--- src/rtl/plic_irq_router_if.sv ---
// Interrupt-side signal bundle between the source fabric and the PLIC router.
// The slave modport is the router's view; the master modport is the fabric/PLIC view.
interface plic_irq_router_if #(
  parameter int unsigned NUM_SRC  = 4,
  parameter int unsigned NUM_PLIC = 32
);
  logic [NUM_SRC-1:0]  src_irq_i;
  logic [NUM_SRC-1:0]  src_enable_i;
  logic [NUM_PLIC-1:0] plic_clear_i;
  logic [NUM_PLIC-1:0] plic_irq_o;
  logic [NUM_SRC-1:0]  src_pending_o;
  logic [NUM_SRC-1:0]  src_overflow_o;

  modport slave (
    input  src_irq_i,
    input  src_enable_i,
    input  plic_clear_i,
    output plic_irq_o,
    output src_pending_o,
    output src_overflow_o
  );

  modport master (
    output src_irq_i,
    output src_enable_i,
    output plic_clear_i,
    input  plic_irq_o,
    input  src_pending_o,
    input  src_overflow_o
  );
endinterface

--- src/rtl/plic_irq_router.sv ---
// Routes synchronised level or edge-captured interrupt sources onto PLIC lines via an
// elaboration-time map, with per-source pending latch and sticky overflow for edge sources.
module plic_irq_router #(
  parameter int unsigned          NUM_SRC     = 4,
  parameter int unsigned          NUM_PLIC    = 32,
  parameter int unsigned          SYNC_STAGES = 2,
  parameter logic [NUM_SRC*8-1:0] SRC_MAP     = {8'd4, 8'd3, 8'd2, 8'd1},
  parameter logic [NUM_SRC-1:0]   EDGE_MASK   = '0
) (
  input logic               clock_i,
  input logic               reset_ni,
  plic_irq_router_if.slave  bus_io
);

  if (NUM_SRC == 0 || NUM_SRC > 31) begin : g_bad_num_src
    $fatal(1, "plic_irq_router: NUM_SRC must be 1..31");
  end
  if (SYNC_STAGES == 0) begin : g_bad_sync
    $fatal(1, "plic_irq_router: SYNC_STAGES must be at least 1");
  end
  for (genvar gi = 0; gi < NUM_SRC; gi++) begin : g_map_chk
    if (SRC_MAP[gi*8 +: 8] == 8'd0 || int'(SRC_MAP[gi*8 +: 8]) >= int'(NUM_PLIC)) begin : g_bad
      $fatal(1, "plic_irq_router: SRC_MAP entry %0d out of range 1..NUM_PLIC-1", gi);
    end
  end

  logic [NUM_SRC-1:0]  r_sync [SYNC_STAGES];
  logic [NUM_SRC-1:0]  r_prev;
  logic [NUM_SRC-1:0]  r_pend;
  logic [NUM_SRC-1:0]  r_ovf;
  logic [NUM_PLIC-1:0] r_irq;

  logic [NUM_SRC-1:0]  w_sync;
  logic [NUM_SRC-1:0]  w_rise;
  logic [NUM_SRC-1:0]  w_clr;
  logic [NUM_SRC-1:0]  w_contrib;
  logic [NUM_PLIC-1:0] w_irq_d;

  always_ff @(posedge clock_i or negedge reset_ni) begin
    if (!reset_ni) begin
      for (int k = 0; k < SYNC_STAGES; k++) begin
        r_sync[k] <= '0;
      end
    end else begin
      r_sync[0] <= bus_io.src_irq_i;
      for (int k = 1; k < SYNC_STAGES; k++) begin
        r_sync[k] <= r_sync[k-1];
      end
    end
  end

  assign w_sync    = r_sync[SYNC_STAGES-1];
  assign w_rise    = w_sync & ~r_prev & bus_io.src_enable_i;
  assign w_contrib = (EDGE_MASK & r_pend) | (~EDGE_MASK & w_sync & bus_io.src_enable_i);

  // Line 0 is never visited, so it stays 0 and its clear bit is ignored.
  always_comb begin
    w_clr   = '0;
    w_irq_d = '0;
    for (int s = 0; s < NUM_SRC; s++) begin
      for (int l = 1; l < NUM_PLIC; l++) begin
        if (int'(SRC_MAP[s*8 +: 8]) == l) begin
          w_clr[s]   = w_clr[s] | bus_io.plic_clear_i[l];
          w_irq_d[l] = w_irq_d[l] | w_contrib[s];
        end
      end
    end
  end

  // Set beats clear on collision; level sources keep no edge state.
  always_ff @(posedge clock_i or negedge reset_ni) begin
    if (!reset_ni) begin
      r_prev <= '0;
      r_pend <= '0;
      r_ovf  <= '0;
      r_irq  <= '0;
    end else begin
      r_prev <= w_sync;
      r_pend <= EDGE_MASK & (w_rise | (r_pend & ~w_clr));
      r_ovf  <= EDGE_MASK & ((w_rise & r_pend) | (r_ovf & ~w_clr));
      r_irq  <= w_irq_d;
    end
  end

  assign bus_io.plic_irq_o     = r_irq;
  assign bus_io.src_pending_o  = (EDGE_MASK & r_pend) | (~EDGE_MASK & w_sync);
  assign bus_io.src_overflow_o = r_ovf;

endmodule
--- src/flat_wrapper.sv ---
// flat-port wrapper written by rule: the top's interface ports become plain ports
module plic_irq_router_flat 
#(
  parameter int unsigned          NUM_SRC     = 4,
  parameter int unsigned          NUM_PLIC    = 32,
  parameter int unsigned          SYNC_STAGES = 2,
  parameter logic [NUM_SRC*8-1:0] SRC_MAP     = {8'd4, 8'd3, 8'd2, 8'd1},
  parameter logic [NUM_SRC-1:0]   EDGE_MASK   = '0
)
  (clock_i, reset_ni, bus_io_src_irq_i, bus_io_src_enable_i, bus_io_plic_clear_i, bus_io_plic_irq_o, bus_io_src_pending_o, bus_io_src_overflow_o);
  plic_irq_router_if #(.NUM_SRC(NUM_SRC), .NUM_PLIC(NUM_PLIC)) bus_io_i ();
  input logic clock_i;
  input logic reset_ni;
  input wire logic [$bits(bus_io_i.src_irq_i)-1:0] bus_io_src_irq_i;
  input wire logic [$bits(bus_io_i.src_enable_i)-1:0] bus_io_src_enable_i;
  input wire logic [$bits(bus_io_i.plic_clear_i)-1:0] bus_io_plic_clear_i;
  output wire logic [$bits(bus_io_i.plic_irq_o)-1:0] bus_io_plic_irq_o;
  output wire logic [$bits(bus_io_i.src_pending_o)-1:0] bus_io_src_pending_o;
  output wire logic [$bits(bus_io_i.src_overflow_o)-1:0] bus_io_src_overflow_o;
  assign bus_io_i.src_irq_i = bus_io_src_irq_i;
  assign bus_io_i.src_enable_i = bus_io_src_enable_i;
  assign bus_io_i.plic_clear_i = bus_io_plic_clear_i;
  assign bus_io_plic_irq_o = bus_io_i.plic_irq_o;
  assign bus_io_src_pending_o = bus_io_i.src_pending_o;
  assign bus_io_src_overflow_o = bus_io_i.src_overflow_o;
  plic_irq_router #(.NUM_SRC(NUM_SRC), .NUM_PLIC(NUM_PLIC), .SYNC_STAGES(SYNC_STAGES), .SRC_MAP(SRC_MAP), .EDGE_MASK(EDGE_MASK)) u_core (.clock_i(clock_i), .reset_ni(reset_ni), .bus_io(bus_io_i));
endmodule
--- config.mk ---
export PLATFORM = sky130hd
export DESIGN_NAME = plic_irq_router_flat
export DESIGN_NICKNAME = d
export VERILOG_FILES = /design/src/rtl/plic_irq_router_if.sv /design/src/rtl/plic_irq_router.sv /design/src/flat_wrapper.sv
export SDC_FILE = /design/constraint.sdc
export NUM_CORES = 1
export LEC_CHECK = 0
export CAP_MARGIN = 30
export CORE_AREA = 5 5 55 57
export DETAILED_ROUTE_END_ITERATION = 7
export DIE_AREA = 0 0 60 62
export PLACE_DENSITY_LB_ADDON = 0.12
export SYNTH_ARGS = -nofsm -noshare
export SYNTH_HDL_FRONTEND = slang
export SYNTH_SLANG_ARGS = --single-unit
--- constraint.sdc ---
create_clock -name clock_i -period 1.1 [get_ports clock_i]
set_input_delay 0.275 -clock clock_i [delete_from_list [all_inputs] [get_ports clock_i]]
set_output_delay 0.275 -clock clock_i [all_outputs]
set_load 0.05 [all_outputs]
-- Yosys cells after proc, flatten, opt, wreduce, memory -nomap -nowiden
Cells that the tools add are included.
- bitwise logic cells: 1
- operator list (operator ; number):
    4-bit AND ; 1
- register bits after elaboration: 12
- word-level logic and storage cells: 4

-- Longest topological paths before layout
- depth in word-level cells: 1
- gate-level depth with buffers: 1
- mapped depth without buffers: 1

-- Worst setup path after synthesis
No wires, ideal clock.
- path type: reg-to-output
- start point: register u_core.r_irq[1] (netlist: u_core.bus_io.plic_irq_o[1])
- end point: output port bus_io_plic_irq_o[1]
- arrival time: 586 ps
- setup slack: 239 ps
- required time: 825 ps
- stages on the path, launching flop included: 1
- cells stage by stage: dfrtp_1
- RTL lines (element ; line ; RTL):
    start, declared ; plic_irq_router.sv:31 ; logic [NUM_PLIC-1:0] r_irq;
    start signal, assigned ; plic_irq_router.sv:81 ; r_irq <= w_irq_d;
    end, declared ; flat_wrapper.sv:17 ; output wire logic [$bits(bus_io_i.plic_irq_o)-1:0] bus_io_plic_irq_o;
No word-level cell between the ends.

-- Final worst setup path
- start point: register u_core.r_sync (netlist bit u_core.bus_io.src_pending_o[3])
- end point: output port bus_io_src_pending_o[3]
- RTL lines (element ; line ; RTL):
    start, declared ; plic_irq_router.sv:27 ; logic [NUM_SRC-1:0] r_sync [SYNC_STAGES];
    start signal, assigned by index ; plic_irq_router.sv:47 ; r_sync[k] <= r_sync[k-1];
    end, declared ; flat_wrapper.sv:18 ; output wire logic [$bits(bus_io_i.src_pending_o)-1:0] bus_io_src_pending_o;
No word-level cell between the ends.

==> qor.yml <==
floorplan:
  die_area_um2: 3720
  start_util: 0.246
  die_x_um: 60
  chipHeight_um: 62
  ios: 82
  coreArea_um2: 2430
  rows: 18
pwr:
  p_leak_nw: 0.386
  powerDensity_nw_per_um2: 1470
  peakVddDrop_mv: 0.683
drt:
  ant_nets: 0
  drt-initial-drc-count: 1
  wl_per_cell_um: 7.81
  drcViolationCount: 0
  finalWirelength_um: 773
  dr.pass1.iters: 2
  vias_per_cell: 2.78
  via_count: 275
critical_path:
  cp-end-kind: "primary output"
  worstPathMaxFanout: 2
  crit_family: "flip-flops"
  worst-setup-path-type: "reg -> out"
  r2r_cells: 1
  r2r_end: "u_core.bus_io.plic_irq_o[1]$_DFF_PN0_"
  crit_slowest_cell: "dfrtp_1"
  startpoint_type: "flip-flop"
  cp_slowest_stage_delay_ns: 0.41
  path_buf_inv: 1
  reg2reg_slack_ns: 0.42
  worstPathArrival_ns: 0.82
  worstPathCellList: "buf_12"
  required_ns: 0.82
  r2r-start: "u_core.bus_io.src_pending_o[0]$_DFF_PN0_"
synth:
  synthCells: 53
  netlist_area_um2: 599
  syn_avg_cell_area_um2: 11.3
  ys_ff_latch: 12
  ys_seq_area_frac: 0.501
  yosysWarnings: 0
  synth_cell_types: 4
global_route:
  antenna_found_initial: 0
  grt_pass1_wl_um: 1020
  grt_max_degree: 13
  grt_pass1_vias: 242
  grt_overflow: 0
  track_usage: 0.0411
clock_tree:
  cts_tree: "built"
  postCtsResizedCells: 0
  cts_buffers: 3
  cts_setup_buffers: 0
  clkTransAtPathRegs_ns: 0.06
  cts-root-buf: "clkbuf_4"
  hold_buffers: 0
  clock_latency_ns: 0.25
  htree_levels: 1
  cts_buffer_depth: 2
  clock-sinks: 12
hold_path:
  hold_class: "in -> async"
sta:
  clock.fmax_mhz: 914
  hold_violations: 0
  finalClockSkew_ns: 0.000159
  whs_ns: 0.307
  final-setup-viol-count: 0
  post-route-period-util: 0.995
  rsz0062_at_grt: "true"
  drv_slew: 0
  post-route-min-period_ns: 1.09
placed_design:
  placed_area_um2: 741
  gp_congestion: 0.610
  dp_hpwl_um: 707
  io_buffers: 17
cells_and_area:
  final_area_um2: 763
  final_net_count: 113
  area_growth_syn_to_layout_pct: 27.3
  num_antenna_cells: 0
  layout_common_cells: "conb_1, dfrtp_1, clkdlybuf4s50_1"
  final_common_cell: "conb_1"
  drive_above_1_share: 0.174
job:
  max-cap-violations: 0
run_status:
  status: "complete, no violations"
## per-layer routing
layer,track usage,part of all wire,up-vias
li1,-,-,123
met1,0.0390,0.26,126
met2,0.0617,0.55,26
met3,0.0248,0.18,0
met4,0.0380,0,0
met5,0,0,-
## sequential cells by signal (all words and copies together), names as in the netlist
signal,flops
u_core.r_sync,4
u_core.bus_io.src_pending_o,4
u_core.bus_io.plic_irq_o,4
## how the worst max path moves through the flow
stage	startpoint	to	slack, ns	cells past startpoint
final	u_core.bus_io.src_pending_o[3]$_DFF_PN0_	bus_io_src_pending_o[3]	0.006	1
after global routing	u_core.bus_io.src_pending_o[0]$_DFF_PN0_	bus_io_src_pending_o[0]	-0.04	1
after CTS	u_core.bus_io.src_pending_o[3]$_DFF_PN0_	bus_io_src_pending_o[3]	-0.01	1
after detailed placement	bus_io_src_enable_i[1]	u_core.bus_io.plic_irq_o[2]$_DFF_PN0_	0.18	2
after global placement	bus_io_src_enable_i[1]	u_core.bus_io.plic_irq_o[2]$_DFF_PN0_	0.17	2
after floorplan	u_core.bus_io.plic_irq_o[1]$_DFF_PN0_	bus_io_plic_irq_o[1]	0.24	0
## power by group
part	internal (mW)	switching [mW]	total [mW]
clock	0.126	0.119	0.245
combinational	0.0900	0.313	0.403
sequential	0.464	0.0148	0.478
## kinds of logic (layout without fill, tap and decap cells)
group	after synthesis	after routing	synth area share
buf+inv	36	21	0.451
simple gates	4	4	0.0417
flops	12	12	0.501
other cells	1	32	0.00626
## per-stage QoR
step / setup slack [ns] / instances / power, mW / TNS [ns] / utilization
after global placement: 0.174 / 96 / 0.889 / 0 / 0.305
after CTS: -0.0121 / 99 / 1.14 / -0.0410 / 0.314
final: 0.00596 / 99 / 1.13 / 0 / 0.314
after detailed placement: 0.178 / 96 / 0.889 / 0 / 0.305
after floorplan: 0.239 / 84 / 0.874 / 0 / -
after global routing: -0.0406 / 99 / 1.19 / -0.215 / 0.314
## area by class of cell
class	instances	area, um^2
Fill cell	254	1670
Clock buffer	3	22.5
Timing Repair Buffer	18	258
Sequential cell	12	300
Multi-Input combinational cell	36	145
Tap cell	30	37.5
## cells in the mapped netlist
| library cell | number | share of area |
|---|---|---|
| dfrtp_1 | 12 | 0.50 |
| buf_4 | 36 | 0.45 |
| conb_1 | 1 | 0.0063 |
| and2_1 | 4 | 0.042 |
(Power assumes the default switching activity.)
